**src/rtl/udp_pkg.sv**
```systemverilog
// Shared types and constants for the UDP/IPv4 transmit path.
// Optional short-frame padding is enabled by UDP_TX_PAD_EN.
package udp_pkg;

  typedef enum logic [3:0] {
    ST_IDLE,
    ST_LOAD,
    ST_DRAIN,
    ST_CSUM,
    ST_FOLD,
    ST_HDR,
    ST_PAY,
    ST_PAD,
    ST_GAP
  } t_tx_st;

  localparam logic [15:0] ETH_TYPE_IPV4 = 16'h0800;
  localparam logic [7:0]  IP_PROTO_UDP  = 8'h11;
  localparam int          HDR_WORDS     = 11;
  localparam int          MIN_PAY       = 18;
  localparam int          PAD_WORDS     = (MIN_PAY + 3) / 4;

  function automatic logic [15:0] words_of(
    input logic [15:0] n
  );
    logic [16:0] t;
    t = {1'b0, n} + 17'd3;
    return 16'(t >> 2);
  endfunction

endpackage

```
**src/rtl/ip_csum.sv**
```systemverilog
// Serial 16-bit one's-complement accumulator for the IPv4 header.
// Twenty-bit sum leaves room for ten adds; two folds then close it.
module ip_csum (
  input  logic        clk,
  input  logic        rst,
  input  logic        clr,
  input  logic        add,
  input  logic        fold,
  input  logic [15:0] din,
  output logic [15:0] csum
);

  logic [19:0] acc;

  always_ff @(posedge clk) begin
    if (rst || clr) begin
      acc <= '0;
    end else if (add) begin
      acc <= acc + {4'h0, din};
    end else if (fold) begin
      acc <= {4'h0, acc[15:0]} + {16'h0, acc[19:16]};
    end
  end

  assign csum = ~acc[15:0];

endmodule

```
**src/rtl/udp_send.sv**
```systemverilog
// UDP/IPv4 frame transmitter feeding a shift16 MAC TX FIFO.
// Define UDP_TX_PAD_EN to zero-pad short frames to minimum size.
module udp_send
  import udp_pkg::*;
#(
  parameter int MAX_PAYLOAD = 1472,
  parameter int IP_TTL      = 64,
  parameter int IFG_CYC     = 4
) (
  input  logic        clk,
  input  logic        rst,
  input  logic [15:0] desc_q,
  input  logic        desc_empty,
  output logic        desc_rdreq,
  input  logic [31:0] data_q,
  input  logic        data_empty,
  output logic        data_rdreq,
  input  logic [47:0] my_mac,
  input  logic [47:0] dst_mac,
  input  logic [31:0] my_ip,
  input  logic [31:0] dst_ip,
  input  logic [15:0] my_port,
  input  logic [15:0] dst_port,
  output logic [31:0] tx_data,
  output logic        tx_sop,
  output logic        tx_eop,
  output logic        tx_wren,
  output logic [1:0]  tx_mod,
  output logic        tx_err,
  input  logic        tx_rdy,
  output logic        busy,
  output logic        frm_sent,
  output logic        drop
);

  t_tx_st st, nxt;

  logic [15:0] cnt, cnt_nxt;
  logic [15:0] len, ip_id;
  logic [47:0] dmac_r, smac_r;
  logic [31:0] sip_r, dip_r;
  logic [15:0] sport_r, dport_r;

  logic        cs_clr, cs_add, cs_fold;
  logic [15:0] cs_din, csum;

  logic [15:0] pay_w, tot_w;
  logic [15:0] ip_len, udp_len;
  logic [1:0]  eop_mod;
  logic        bad, acc;
  logic [31:0] hdr_word, pay_word, last_mask;

  ip_csum u_csum (
    .clk  (clk),
    .rst  (rst),
    .clr  (cs_clr),
    .add  (cs_add),
    .fold (cs_fold),
    .din  (cs_din),
    .csum (csum)
  );

  assign pay_w   = words_of(len);
  assign bad     = (len == 16'd0) ||
                   ({16'd0, len} > 32'(MAX_PAYLOAD));
  assign ip_len  = 16'd28 + len;
  assign udp_len = 16'd8 + len;
  assign acc     = tx_wren & tx_rdy;
  assign busy    = (st != ST_IDLE);
  assign tx_err  = 1'b0;

`ifdef UDP_TX_PAD_EN
  logic short_f;
  assign short_f = len < 16'(MIN_PAY);
  assign tot_w   = short_f ? 16'(PAD_WORDS) : pay_w;
  assign eop_mod = short_f ? 2'd2 :
                   2'(3'd4 - {1'b0, len[1:0]});
`else
  assign tot_w   = pay_w;
  assign eop_mod = 2'(3'd4 - {1'b0, len[1:0]});
`endif

  always_comb begin
    last_mask = 32'hFFFF_FFFF;
    unique case (len[1:0])
      2'd1:    last_mask = 32'hFF00_0000;
      2'd2:    last_mask = 32'hFFFF_0000;
      2'd3:    last_mask = 32'hFFFF_FF00;
      default: last_mask = 32'hFFFF_FFFF;
    endcase
  end

  // Bytes past L in the final payload word go out as zero.
  assign pay_word = (cnt == pay_w - 16'd1) ?
                    (data_q & last_mask) : data_q;

  always_comb begin
    cs_din = 16'h0000;
    case (cnt[3:0])
      4'd0: cs_din = 16'h4500;
      4'd1: cs_din = ip_len;
      4'd2: cs_din = ip_id;
      4'd3: cs_din = 16'h4000;
      4'd4: cs_din = {8'(IP_TTL), IP_PROTO_UDP};
      4'd6: cs_din = sip_r[31:16];
      4'd7: cs_din = sip_r[15:0];
      4'd8: cs_din = dip_r[31:16];
      4'd9: cs_din = dip_r[15:0];
      default: cs_din = 16'h0000;
    endcase
  end

  always_comb begin
    hdr_word = 32'h0;
    case (cnt)
      16'd0:  hdr_word = {16'h0, dmac_r[47:32]};
      16'd1:  hdr_word = dmac_r[31:0];
      16'd2:  hdr_word = smac_r[47:16];
      16'd3:  hdr_word = {smac_r[15:0], ETH_TYPE_IPV4};
      16'd4:  hdr_word = {16'h4500, ip_len};
      16'd5:  hdr_word = {ip_id, 16'h4000};
      16'd6:  hdr_word = {8'(IP_TTL), IP_PROTO_UDP, csum};
      16'd7:  hdr_word = sip_r;
      16'd8:  hdr_word = dip_r;
      16'd9:  hdr_word = {sport_r, dport_r};
      16'd10: hdr_word = {udp_len, 16'h0};
      default: hdr_word = 32'h0;
    endcase
  end

  always_comb begin
    nxt        = st;
    cnt_nxt    = cnt;
    desc_rdreq = 1'b0;
    data_rdreq = 1'b0;
    tx_wren    = 1'b0;
    tx_sop     = 1'b0;
    tx_eop     = 1'b0;
    tx_mod     = 2'd0;
    tx_data    = 32'h0;
    cs_clr     = 1'b0;
    cs_add     = 1'b0;
    cs_fold    = 1'b0;
    unique case (st)
      ST_IDLE: begin
        cnt_nxt = '0;
        if (!desc_empty) begin
          desc_rdreq = 1'b1;
          nxt        = ST_LOAD;
        end
      end
      ST_LOAD: begin
        cs_clr  = 1'b1;
        cnt_nxt = '0;
        nxt     = bad ? ST_DRAIN : ST_CSUM;
      end
      ST_DRAIN: begin
        if (cnt == pay_w) begin
          nxt     = ST_IDLE;
          cnt_nxt = '0;
        end else if (!data_empty) begin
          data_rdreq = 1'b1;
          cnt_nxt    = cnt + 16'd1;
        end
      end
      ST_CSUM: begin
        cs_add  = 1'b1;
        cnt_nxt = cnt + 16'd1;
        if (cnt == 16'd9) begin
          nxt     = ST_FOLD;
          cnt_nxt = '0;
        end
      end
      ST_FOLD: begin
        cs_fold = 1'b1;
        cnt_nxt = cnt + 16'd1;
        if (cnt == 16'd1) begin
          nxt     = ST_HDR;
          cnt_nxt = '0;
        end
      end
      ST_HDR: begin
        tx_wren = 1'b1;
        tx_sop  = (cnt == 16'd0);
        tx_data = hdr_word;
        if (tx_rdy) begin
          cnt_nxt = cnt + 16'd1;
          if (cnt == 16'(HDR_WORDS - 1)) begin
            nxt     = ST_PAY;
            cnt_nxt = '0;
          end
        end
      end
      ST_PAY: begin
        tx_wren    = !data_empty;
        tx_data    = pay_word;
        tx_eop     = (cnt == tot_w - 16'd1);
        tx_mod     = tx_eop ? eop_mod : 2'd0;
        data_rdreq = !data_empty && tx_rdy;
        if (!data_empty && tx_rdy) begin
          cnt_nxt = cnt + 16'd1;
          if (cnt == tot_w - 16'd1) begin
            nxt     = ST_GAP;
            cnt_nxt = '0;
`ifdef UDP_TX_PAD_EN
          end else if (cnt == pay_w - 16'd1) begin
            nxt = ST_PAD;
`endif
          end
        end
      end
`ifdef UDP_TX_PAD_EN
      ST_PAD: begin
        tx_wren = 1'b1;
        tx_eop  = (cnt == tot_w - 16'd1);
        tx_mod  = tx_eop ? eop_mod : 2'd0;
        if (tx_rdy) begin
          cnt_nxt = cnt + 16'd1;
          if (tx_eop) begin
            nxt     = ST_GAP;
            cnt_nxt = '0;
          end
        end
      end
`endif
      ST_GAP: begin
        cnt_nxt = cnt + 16'd1;
        if (cnt == 16'(IFG_CYC - 1)) begin
          nxt     = ST_IDLE;
          cnt_nxt = '0;
        end
      end
      default: begin
        nxt     = ST_IDLE;
        cnt_nxt = '0;
      end
    endcase
    // No FIFO pops while reset is held.
    if (rst) begin
      desc_rdreq = 1'b0;
      data_rdreq = 1'b0;
    end
  end

  always_ff @(posedge clk) begin
    if (rst) begin
      st       <= ST_IDLE;
      cnt      <= '0;
      len      <= '0;
      ip_id    <= '0;
      frm_sent <= 1'b0;
      drop     <= 1'b0;
      dmac_r   <= '0;
      smac_r   <= '0;
      sip_r    <= '0;
      dip_r    <= '0;
      sport_r  <= '0;
      dport_r  <= '0;
    end else begin
      st       <= nxt;
      cnt      <= cnt_nxt;
      frm_sent <= acc & tx_eop;
      drop     <= (st == ST_DRAIN) && (cnt == pay_w);
      if (desc_rdreq) len <= desc_q;
      if (acc & tx_eop) ip_id <= ip_id + 16'd1;
      if (st == ST_LOAD) begin
        dmac_r  <= dst_mac;
        smac_r  <= my_mac;
        sip_r   <= my_ip;
        dip_r   <= dst_ip;
        sport_r <= my_port;
        dport_r <= dst_port;
      end
    end
  end

endmodule
```
**config.mk**
```make
export PLATFORM = sky130hd
export DESIGN_NAME = udp_send
export DESIGN_NICKNAME = d
export VERILOG_FILES = /design/src/rtl/udp_pkg.sv /design/src/rtl/ip_csum.sv /design/src/rtl/udp_send.sv
export SDC_FILE = /design/constraint.sdc
export NUM_CORES = 1
export LEC_CHECK = 0
export ABC_AREA = 1
export ABC_CLOCK_PERIOD_IN_PS = 6500
export CORE_ASPECT_RATIO = 2
export CORE_MARGIN = 10
export CORE_UTILIZATION = 40
export DETAILED_ROUTE_END_ITERATION = 8
export PLACE_DENSITY = 0.61
export SLEW_MARGIN = 10
export SYNTH_ARGS = -nofsm -noshare
export SYNTH_HDL_FRONTEND = slang
export SYNTH_HIERARCHICAL = 1
export SYNTH_SLANG_ARGS = --single-unit
export TNS_END_PERCENT = 20
```
**constraint.sdc**
```tcl
create_clock -name clk -period 6.5 [get_ports clk]
set_clock_uncertainty 0.1 [all_clocks]
set_input_delay 1.3 -clock clk [delete_from_list [all_inputs] [get_ports clk]]
set_output_delay 1.3 -clock clk [all_outputs]
set_load 0.05 [all_outputs]
```
* After elaboration in Yosys (flattened, before gate mapping) *
Index checks and enable logic that the tools add are counted.

operators by class
  div/mod/pow operators = 0
  magnitude comparators = 1
  multipliers = 0
  add/subtract/negate cells = 9
  bitwise gates (word level) = 4
  shift-type cells = 0
  reductions and logical operators = 13
  equality and inequality tests = 40
  mux-type cells = 43

operator list
  operator                                              count
  one-hot mux 32 bit (11 select lines)                  1
  2-to-1 mux 16 bit                                     9
  one-hot mux 16 bit (9 select lines)                   1
  one-hot mux 16 bit (6 select lines)                   1
  one-hot mux 24 bit (3 select lines)                   1
  equality test 16 x 3 -> 1 bit, second input constant  4
  one-hot mux 32 bit (2 select lines)                   1
  equality test 16 x 4 -> 1 bit, second input constant  3
  2-to-1 mux 20 bit                                     2
  2-to-1 mux 4 bit                                      9
  adder 16 x 1 -> 16 bit, second input constant         2
  bitwise AND 32 bit                                    1
  equality test 16 x 2 -> 1 bit, second input constant  2
  zero test 16 bit                                      2
  2-to-1 mux 32 bit                                     1
  one-hot mux 4 bit (8 select lines)                    1
  equality test 4 x 3 -> 1 bit, second input constant   6
  adder 20 x 16 -> 20 bit                               1
  inequality test 2 bit, second input constant          9
  adder 16 x 2 -> 17 bit, second input constant         1
  adder 16 x 4 -> 17 bit                                1
  adder 4 x 16 -> 16 bit, first input constant          1
  adder 5 x 16 -> 16 bit, first input constant          1
  equality test 16 x 1 -> 1 bit, second input constant  1
  24 further kinds                                      48

word-level totals
  bits in read-only memories = 0
  memories kept = 0
  bits in registers = 266
  bits in writable memories = 0
  input bits = 245
  latch bits = 0

* Depth between registers and ports, before layout *
Gate-level depths: netlist of the first run.

  word-level depth = 6
  mapped depth = 24

* Hierarchy *
Netlist of the first run, hierarchy kept.

modules (own cells, without submodules)
  module    times used  cells each  area an instance (um2)  sequential area each (um2)
  udp_send  1           2,125       14,157.3                4,924.7
  ip_csum   1           453         2,536.2                 400.4

* Worst setup path before layout of the first run *
Ideal clock, no wire load.

  kind = reg2out
  from = register len[1]
  to = output tx_mod[0]
  cell stages (with the launch flop) = 18
  slack = 2.080 ns
  buffers on the path = 0
  data required time = 5.100 ns
  arrival = 3.020 ns
  cells stage by stage = dfxtp_1 > inv_2 > ha_1 > inv_1 > nand2_1 > nand2_1 > ha_1 > inv_1 > nor2_1 > nand3_1 > or2_2 > xor2_1 > nand2_1 > nor4_1 > nand3_1 > nor2_1 > nand2_1 > nor2_1

between the ends
  cells in the longest elaborated chain, start to end = 5

RTL lines
  element                      RTL line         RTL
  start: declaration           udp_send.sv:39   logic [15:0] len, ip_id;
  start signal: assignment     udp_send.sv:264  if (desc_rdreq) len <= desc_q;
  adder 16 x 2 -> 17 bit       udp_pkg.sv:27    t = {1'b0, n} + 17'd3;
  subtractor 15 x 1 -> 16 bit  udp_send.sv:197  tx_eop = (cnt == tot_w - 16'd1);
  equality test 16 bit         udp_send.sv:197
  2-to-1 mux 2 bit             udp_send.sv:198  tx_mod = tx_eop ? eop_mod : 2'd0;
  2-to-1 mux 2 bit             udp_send.sv:144  unique case (st)
  end: declaration             udp_send.sv:28   output logic [1:0] tx_mod,

Every way passes these cells.

* Final worst setup path of the first run *
  from = register len[2]
  to = output tx_data[7]

between the ends
  cells in the longest elaborated chain, start to end = 5
  elaborated cells on any way between the ends = 7

RTL lines
  element                                  RTL line         RTL
  adder 16 x 2 -> 17 bit                   udp_pkg.sv:27
  subtractor 15 x 1 -> 16 bit              udp_send.sv:94   assign pay_word = (cnt == pay_w - 16'd1) ?
  equality test 16 bit                     udp_send.sv:94
  2-to-1 mux 32 bit                        udp_send.sv:94
  one-hot mux 32 bit (2 select lines) (*)  udp_send.sv:144
  end: declaration                         udp_send.sv:24   output logic [31:0] tx_data,

Mark *: on every way between the ends. The rest lies on a longest branch, timed or not.

==> flow_results.org, run 1 <==
** Logic synthesis
- Warnings, synthesis :: 6
- The synthesized netlist occupies a cell area of 0.0167 mm^2.
- For this run, the leading register cell type out of synthesis is dfxtp_1.
- Count of distinct cell types in the synthesized netlist :: 67
- Sequential cell area fraction in the yosys report :: between 30% and 40%
- Averaged over all synthesized cells, the footprint is around 6.5 um^2.
- Number of synthesized register bits :: about 270
- Count of flip-flops with a built-in enable after synthesis :: 0
- Synthesized net count :: roughly 2.9k
- Synthesis handed over a netlist of ~2.6k instances.
- Proportion of register bits with asynchronous set or reset after synthesis :: 0%

** Worst setup path
- Crit path required time :: 5.10 ns
- Number of buffers and inverters on the critical path :: 3
- In this run the number of cells on the critical path is 18.
- The critical path goes through inv_2 > nor2_8 > nand2_1 > nand2_1 > ha_1 > inv_1 > nor2_1 > nand3_1 > nor2_2 > nand2_2 > nor2_2 > nand3_1 > nand2_1 > nand2_1 > nor2_4 > nand3_2 > a31o_2 > clkdlybuf4s50_1.
- Category of the worst setup path launch point :: register
- Worst Path Max Fanout :: 8
- Worst path most repeated cell :: nand2_1
- CP arrival :: ~4.8 ns
- In this run the register-to-register setup slack is 1.48 ns.
- Nature of the critical path endpoint :: output pin
- Number of cell instances on the worst register-to-register path :: 18
- Largest stage delay, worst path :: around 0.7 ns
- In this design, the largest share of critical-path delay is due to simple AND/OR/NAND/NOR gates.
- Worst R2R Start :: cnt[0]
- In this run the critical register-to-register path is captured at u_csum/acc[14].
- The worst setup path is of the register to output pin kind.
- Critical path's slowest cell :: clkdlybuf4s50_1

** Floorplanning
- For this design the top-level I/O count stands at 288.
- Initial cell density of the core :: 40.6%
- Total die area :: about 0.05 mm^2
- Die boundary height :: 309 um
- Rows :: 105
- Core Area :: 0.0411 mm^2
- Die width :: between 150 and 200 um

** Place
- Total placed cells including tap cells :: 3315
- Number of buffers inserted by port buffering :: roughly 290
- Placed Area :: 0.0203 mm^2
- The wire-length estimate of the detail-placed layout is ~71000 um.
- GPL Wtd Cong :: 1.09

** Job
- Across the run, the number of max-cap violations was 0.

** Final layout
- After routing the design area is between 0.02 and 0.025 mm^2.
- Area growth from synthesis to layout :: 27.0%
- Fin nets :: 3090
- The filler cells instantiated in the layout total 4196.
- After the flow finishes, the layout carries non-filler instances totaling 3366.
- Leaving out fill and tap cells, the most frequent cell in the layout is nor2_1.
- Highest-count cells in the layout ignoring fill and taps :: nor2_1 (525), nand2_1 (487), dfxtp_1 (266)
- Cells with a size suffix above 1 make up 7.11% of the layout.

** Timing
- Derived from the worst setup path, the maximum achievable clock frequency is about 0.16 GHz.
- In the finished design, the share of the clock period the worst path needs comes to between 90% and 100%.
- Setup TNS after final layout :: 0 ns
- Subtracting the final worst setup slack from the clock period gives a little over 6 ns.
- The final count of hold timing violations is 0.
- Setup violations remaining at the end of the flow were counted as 0.
- Unrepaired setup endpoints after global routing :: false
- Slew headroom :: ~17%
- Hold Slack :: 0.373 ns
- The number of pins exceeding their max-slew limit in the final report was 0.
- At the pin with the least slew margin, the transition time is 1.25 ns.

** Min path
- Worst Hold Path Cells :: 2
- Hold wc startpoint :: sip_r[31]
- The path class of the tightest hold or removal check is register to register.
- The path with the worst hold slack has its endpoint at sip_r[31].

** Clock network
- TritonCTS built the clock tree.
- The tree is rooted in a clkbuf_16.
- Cts bufs inserted :: 27
- Post-CTS timing repair inserted 0 buffers for setup.
- Clock network latency to the later pin of the worst-skew pair :: between 0.5 and 0.6 ns
- Register clock-pin slew on the reported worst setup and hold paths :: 0.07 ns
- In this run the number of H-tree levels came out at 1.
- Clock Sink Count :: 266
- Post-cts hold buffer count :: 0
- Longest Clk Path Bufs :: 3

** Route
- Detail Route Antenna Nets :: 0
- Using the TritonRoute via totals, the vias-per-cell ratio works out to 5.84.
- Initial drt markers :: 1946
- The routed design has just under 90000 um of wire.
- For this run, design rule violations remaining after detail routing come to 0.
- For this block, the via count after detailed routing is ~20k.
- Detailed-routing iteration count for the pre-antenna-repair pass :: 6
- In the final routed layout, each cell accounts on average for 26.2 um.

** Power
- After layout, the design draws a total of 0.00698 W.
- Dividing total power by cell area gives a power density of about 330 mW/mm^2.
- In this run the static leakage power is around 9 nW.
- IR analysis of the VDD net gives a maximum drop of 0.000615 V.

** Global routing
- Initial antenna violation count :: 4
- Entering global routing, the biggest net connects 172 pins.
- GR Overflow Total :: 0
- The number of global-route vias before repair came to 19.4k.
- The first global-routing pass estimated 126000 um of wire.
- Global routing consumed, over all layers together, 33.5% of the routing resources.

** Outcome
- The flow ran to the end, and the final reports show no timing, DRC or antenna violations.
metal layers:
metal | vias up | global-route usage (%) | share of wire, % | routed length, um
met2 | 1080 | 59.8 | 51 | 44600
met5 | - | 0 | 0 | 0
met1 | 9171 | 33.2 | 33 | 28700
met4 | 0 | 27.5 | 9.9 | 8730
met3 | 336 | 5.28 | 6.9 | 6070
li1 | 9068 | - | - | -
worst max-delay path by stage:
stage / slack [ns] / start / end
global route: 0.05 / len[2] / tx_data[7]
CTS: 0.02 / len[2] / tx_data[7]
floorplan: 2.08 / len[1] / tx_mod[0]
global placement: 0.71 / len[2] / tx_data[7]
detailed placement: 0.64 / len[2] / tx_data[7]
finish: 0.31 / len[2] / tx_data[7]
cell type report:
cell class	count	area, um^2	share of cell area [%]
tap	535	669	3.16
antenna	3	7.51	0.0354
multi-input combinational	1953	9990	47.1
inverter	234	886	4.18
clock buffer	31	711	3.35
clock inverter	17	181	0.856
timing repair buffer	327	3430	16.2
sequential	266	5330	25.1
cells by family (layout without fill, tap and decap cells):
family / Yosys count / after routing / synth area share, %
flops: 266 / 266 / 31.9
buf+inv: 359 / 609 / 8.46
other cells: 1 / 4 / 0.0225
compound gates: 539 / 539 / 19.4
fa+ha+maj: 36 / 36 / 2.79
simple gates: 1311 / 1311 / 33.9
xor+xnor: 66 / 66 / 3.51
sequential cells by signal, summed over array words and instances (netlist names), 20 cells and up:
register,count
dip_r,32
smac_r,48
sip_r,32
dmac_r,48
u_csum/acc,20
through the flow:
stage,worst slack (ns),util [%]
after floorplan,2.08,-
after global placement,0.714,49.3
after detailed placement,0.638,49.3
after CTS,0.0233,51.5
after global routing,0.0468,51.6
final,0.313,51.6
worst register-to-register path: stages (launching register included):
cell and delay, ns:
dfxtp_1 0.47, inv_1 0.15, ha_1 0.28, inv_1 0.15, nor2_1 0.08, inv_1 0.34
o21ai_0 0.16, a221oi_1 0.98, o221ai_1 0.58, ha_1 0.61, nand2_1 0.15, nand2_1 0.14
nand2_1 0.10, o21ai_2 0.20, nand2_1 0.14, nand3_1 0.10, nand3_1 0.08, nand2_1 0.08
inv_1 0.03
synthesized netlist by cell type (4+ instances only):
| master | instances | area share [%] |
|---|---|---|
| a211oi_1 | 4 | 0.18 |
| nand4_1 | 52 | 1.9 |
| o21ai_0 | 254 | 7.6 |
| a21oi_1 | 107 | 3.2 |
| clkbuf_1 | 99 | 2.2 |
| o211ai_1 | 9 | 0.40 |
| a221oi_1 | 51 | 2.7 |
| xor2_1 | 63 | 3.3 |
| o22ai_1 | 10 | 0.37 |
| nor3_1 | 35 | 1.0 |
| o2111ai_1 | 10 | 0.52 |
| nand3_1 | 134 | 4.0 |
| nor2_1 | 527 | 12 |
| clkinv_1 | 6 | 0.13 |
| inv_1 | 220 | 4.9 |
| buf_4 | 5 | 0.22 |
| a31oi_1 | 9 | 0.34 |
| o31ai_1 | 17 | 0.76 |
| nand2_1 | 487 | 11 |
| a22o_1 | 10 | 0.52 |
| ha_1 | 34 | 2.5 |
| o21ai_1 | 5 | 0.15 |
| nand3_2 | 8 | 0.48 |
| nand2_2 | 11 | 0.41 |
| buf_2 | 16 | 0.48 |
| dfxtp_1 | 266 | 32 |
| o21ai_2 | 4 | 0.21 |
| a22oi_1 | 20 | 0.90 |
| nor4_1 | 10 | 0.37 |
| nor2_2 | 11 | 0.41 |
| nand2_4 | 6 | 0.40 |
| o221ai_1 | 5 | 0.26 |
| nor2_4 | 10 | 0.67 |
| inv_2 | 8 | 0.18 |
power breakdown:
part / internal (W) / switching [W] / leakage [nW] / total [W]
clock: 0.000878 / 0.000747 / 0.419 / 0.00163
sequential: 0.00209 / 0.000433 / 2.18 / 0.00252
combinational: 0.000876 / 0.00195 / 6.36 / 0.00283
what timing repair did:
| action | CTS | global route |
|---|---|---|
| endpoints found under the setup margin | 0 | 2 |
| hold endpoints to repair | 0 | 0 |
| resized for setup | 0 | 2 |
(Power assumes the default switching activity.)
==> run 2, diff against run 1 <==
--- a/config.mk
+++ b/config.mk
@@ -11,7 +11,7 @@
 export CORE_MARGIN = 10
 export CORE_UTILIZATION = 40
 export DETAILED_ROUTE_END_ITERATION = 8
-export PLACE_DENSITY = 0.61
+export PLACE_DENSITY = 0.65
 export SLEW_MARGIN = 10
 export SYNTH_ARGS = -nofsm -noshare
 export SYNTH_HDL_FRONTEND = slang
==> flow_results.org, run 2 (synthesis gave the netlist of run 1 again) <==
** Final layout
- The footprint of the flip-flops and latches came to 0.00533 mm^2 (unchanged).
- The final-layout fill cell count was 4205 (was 4196).
- Fin nets :: 3085 (was 3090)
- Number of standard cells in the layout, taps in and fillers out :: 3364 (was 3366)
- The final instance area was 0.0212 mm^2 (about the same).
- The proportion of layout cells with a drive suffix above 1 was 6.94% (was 7.11%).
- The total area of multi-input combinational cells is 0.00999 mm^2 (unchanged).
- Area growth from synthesis to layout :: 27.2% (was 27.0%)
- Biggest registers after layout: dmac_r (48), smac_r (48) (unchanged).
- Highest-count cells in the layout ignoring fill and taps: nor2_1 (525), nand2_1 (487), dfxtp_1 (266) (unchanged).
- Most frequent standard cell in the layout excluding fill and tap cells :: nor2_1 (unchanged)

** Floorplanning
- Total die area :: 0.0508 mm^2 (unchanged)
- The floorplan row count was 105 (unchanged).
- The vertical die dimension came to 309 um (unchanged).
- IO Pins :: 288 (unchanged)
- Core Area :: 0.0411 mm^2 (unchanged)
- Die width :: 164 um (unchanged)
- The initial core utilization is 40.6% (unchanged).

** Timing
- The shortest clock period the worst path allows after layout came to 6.34 ns (was 6.19 ns).
- The setup TNS after final layout is 0 ns (unchanged).
- The period utilization is 97.5% (was 95.2%).
- Unrepaired setup endpoints after global routing: false (unchanged).
- Count of endpoints failing setup in the final report :: 0 (unchanged)
- The top achievable clock speed was 0.158 GHz (was 0.162 GHz).
- Final Slew Violations :: 0 (unchanged)
- The hold slack came to 0.378 ns (was 0.373 ns).
- The relative slew slack came to 22.3% (was 16.8%).
- Final number of hold-violating endpoints :: 0 (unchanged)
- The measured slew at the worst slew-check pin was 1.16 ns (was 1.25 ns).

** Route
- Via count :: 19.8k (was 19.7k)
- The count of antenna-violating nets left after detailed routing came to 0 (unchanged).
- The detail-routed net length per standard cell is 26.5 um (was 26.2 um).
- Detailed-routing iteration count for the pre-antenna-repair pass :: 6 (unchanged)
- The post-detailed-route DRC marker count came to 0 (unchanged).
- The ratio of routed vias to standard cells is 5.90 (was 5.84).
- The number of DRC markers after the initial detailed-route iteration came to 2266 (was 1946).
- Final WL :: 89200 um (was 88100 um)

** Power
- Power dissipated by switching net loads :: 0.00323 W (was 0.00313 W)
- The reported leakage power came to 8.99 nW (was 8.96 nW).
- The clock network power share is 24.0% (was 23.3%).
- Proportion of total power due to net switching :: 45.1% (was 44.9%)
- The maximum ir drop on the vdd rail was 0.000239 V (was 0.000615 V).
- The overall power after layout is 0.00716 W (was 0.00698 W).
- Power density of the placed cells :: 337 mW/mm^2 (was 329 mW/mm^2)
- The combinational cell fraction of total power came to 39.7% (was 40.5%).
- Part of the power in registers :: 36.2% (was 36.1%)
- The internal power contribution came to 0.00393 W (was 0.00384 W).

** Clock network
- The number of clock buffers inserted by TritonCTS was 27 (unchanged).
- Cell chosen for the clock root :: clkbuf_16 (unchanged)
- Count of H-tree levels built during CTS :: 1 (unchanged)
- The clock latency on the worst-skew pair came to 0.59 ns (was 0.58 ns).
- Register clock-pin slew on the reported worst setup and hold paths :: 0.07 ns (about the same)
- The total setup buffers inserted after CTS is 0 (unchanged).
- Clock Sink Count :: 266 (unchanged)
- Post-cts hold buffer count :: 0 (unchanged)
- The clock tree from TritonCTS is yes (unchanged).
- Longest Clk Path Bufs :: 3 (unchanged)
- The quantity of gates resized following cts came to 0 (unchanged).

** Worst setup path
- CP arrival :: 4.94 ns (was 4.79 ns)
- Largest stage delay, worst path :: 0.70 ns (about the same)
- Category of the worst setup path launch point :: register (unchanged)
- Crit path cell chain :: ha_1 > inv_1 > nor2_1 > nand2_1 > nand2_1 > nor2_1 > nand3_1 > inv_1 > nand2_1 > nand2_1 > nand2_1 > nand2_1 > nor2_1 > nand3_1 > nor2_4 > nand3_2 > a31o_2 > clkdlybuf4s50_1 (was inv_2 > nor2_8 > nand2_1 > nand2_1 > ha_1 > inv_1 > nor2_1 > nand3_1 > nor2_2 > nand2_2 > nor2_2 > nand3_1 > nand2_1 > nand2_1 > nor2_4 > nand3_2 > a31o_2 > clkdlybuf4s50_1)
- The library cell contributing the largest single delay on the critical path is clkdlybuf4s50_1 (unchanged).
- Number of buffers and inverters on the critical path :: 3 (unchanged)
- Worst setup path category :: register to output pin (unchanged)
- Worst path most repeated cell :: nand2_1 (unchanged)
- Cell type group with the largest total delay on the critical path :: simple AND/OR/NAND/NOR gates (unchanged)
- The critical path endpoint category was an output pin (unchanged).
- The data required time at the worst endpoint is 5.10 ns (about the same).
- The highest net fanout along the worst path was 8 (unchanged).

** Min path
- The type of the tightest min-delay check is register to register (unchanged).

** Place
- Total placed cells including tap cells :: 3310 (was 3315)
- The last weighted congestion value of the routability-driven placer is 1.13 (was 1.09).
- The detailed placer's ending HPWL is 69800 um (was 70500 um).
- Placed Area :: 0.0203 mm^2 (about the same)
- Number of buffers inserted by port buffering :: 286 (unchanged)

** Global routing
- Initial antenna violation count :: 5 (was 4)
- Total global routing track utilization :: 34.0% (was 33.5%)
- The global-route wire length before repair was 128000 um (was 126000 um).
- The sum of overflow across all layers after global routing is 0 (unchanged).
- The number of global-route vias before repair was 19.4k (about the same).
- The pin count of the biggest net entering global routing is 125 (was 172).

** Job
- Count of max-cap constraint violations :: 0 (unchanged)

** Outcome
- Status :: complete, no violations (unchanged)
run 2: cell types whose count changed in the layout (fill, tap and decap cells not counted):
cell | previous run | this run
clkbuf_8 | 2 | 8
clkbuf_1 | 2 | 4
clkinv_4 | 0 | 3
clkinv_2 | 4 | 2
buf_4 | 40 | 35
clkinvlp_4 | 7 | 1
inv_6 | 3 | 1
bufinv_16 | 2 | 3
o21ai_0 | 254 | 253
o21ai_1 | 5 | 6
diode_2 | 3 | 4
run 2: power by group through the flow:
stage	clock network, W	logic, W	registers, W
after detailed placement	0	0.00275	0.00258
after global routing	0.00179	0.00307	0.00260
final	0.00172	0.00284	0.00259
after floorplan	0	0.00181	0.00230
after CTS	0.00173	0.00277	0.00255
after global placement	0	0.00275	0.00258
run 2: metrics by stage:
stage,util (%),worst slack (ns)
2_1_floorplan,-,2.08
3_3_place_gp,49.3,0.602
3_5_place_dp,49.3,0.669
4_1_cts,51.6,0.0662
5_1_grt,51.6,0.0328
6_report,51.6,0.161
run 2: worst paths after layout:
kind | from | end | slack (ns) | depth (start not counted)
min reg2reg | sip_r[26] | sip_r[26] | 0.38 | 2
max | len[2] | tx_data[8] | 0.16 | 18
min | sip_r[26] | sip_r[26] | 0.38 | 2
max reg2reg | cnt[0] | u_csum/acc[14] | 1.75 | 21
run 2: worst register-to-register path, cell delays in order (launching register included):
cell     delay (ns)
dfxtp_1        0.39
inv_1          0.19
ha_1           0.27
inv_1          0.11
nor2_1         0.62
inv_1          0.49
o22ai_1        0.41
nor3_1         0.08
nand4_1        0.18
ha_1           0.25
inv_1          0.07
fa_1           0.35
inv_1          0.11
nand2_1        0.10
nand2_1        0.13
nand2_1        0.10
o21ai_2        0.21
nand2_1        0.12
nand3_1        0.10
nand3_1        0.14
nand2_1        0.11
inv_1          0.04
run 2: cell type report:
class	count	share of cell area [%]
Sequential cell	266	25.1
Clock buffer	39	3.77
Clock inverter	11	0.778
Tap cell	535	3.15
Antenna cell	4	0.0471
Inverter	234	4.17
Timing Repair Buffer	322	16.0
Multi-Input combinational cell	1953	47.0
run 2: routing by layer:
| layer | up-vias | global-route usage (%) | share of wire [%] |
|---|---|---|---|
| li1 | 9040 | - | - |
| met1 | 9278 | 33.3 | 32 |
| met2 | 1168 | 60.0 | 50 |
| met3 | 350 | 8.09 | 8.7 |
| met4 | 4 | 26.3 | 9.4 |
| met5 | - | 0 | 0.029 |
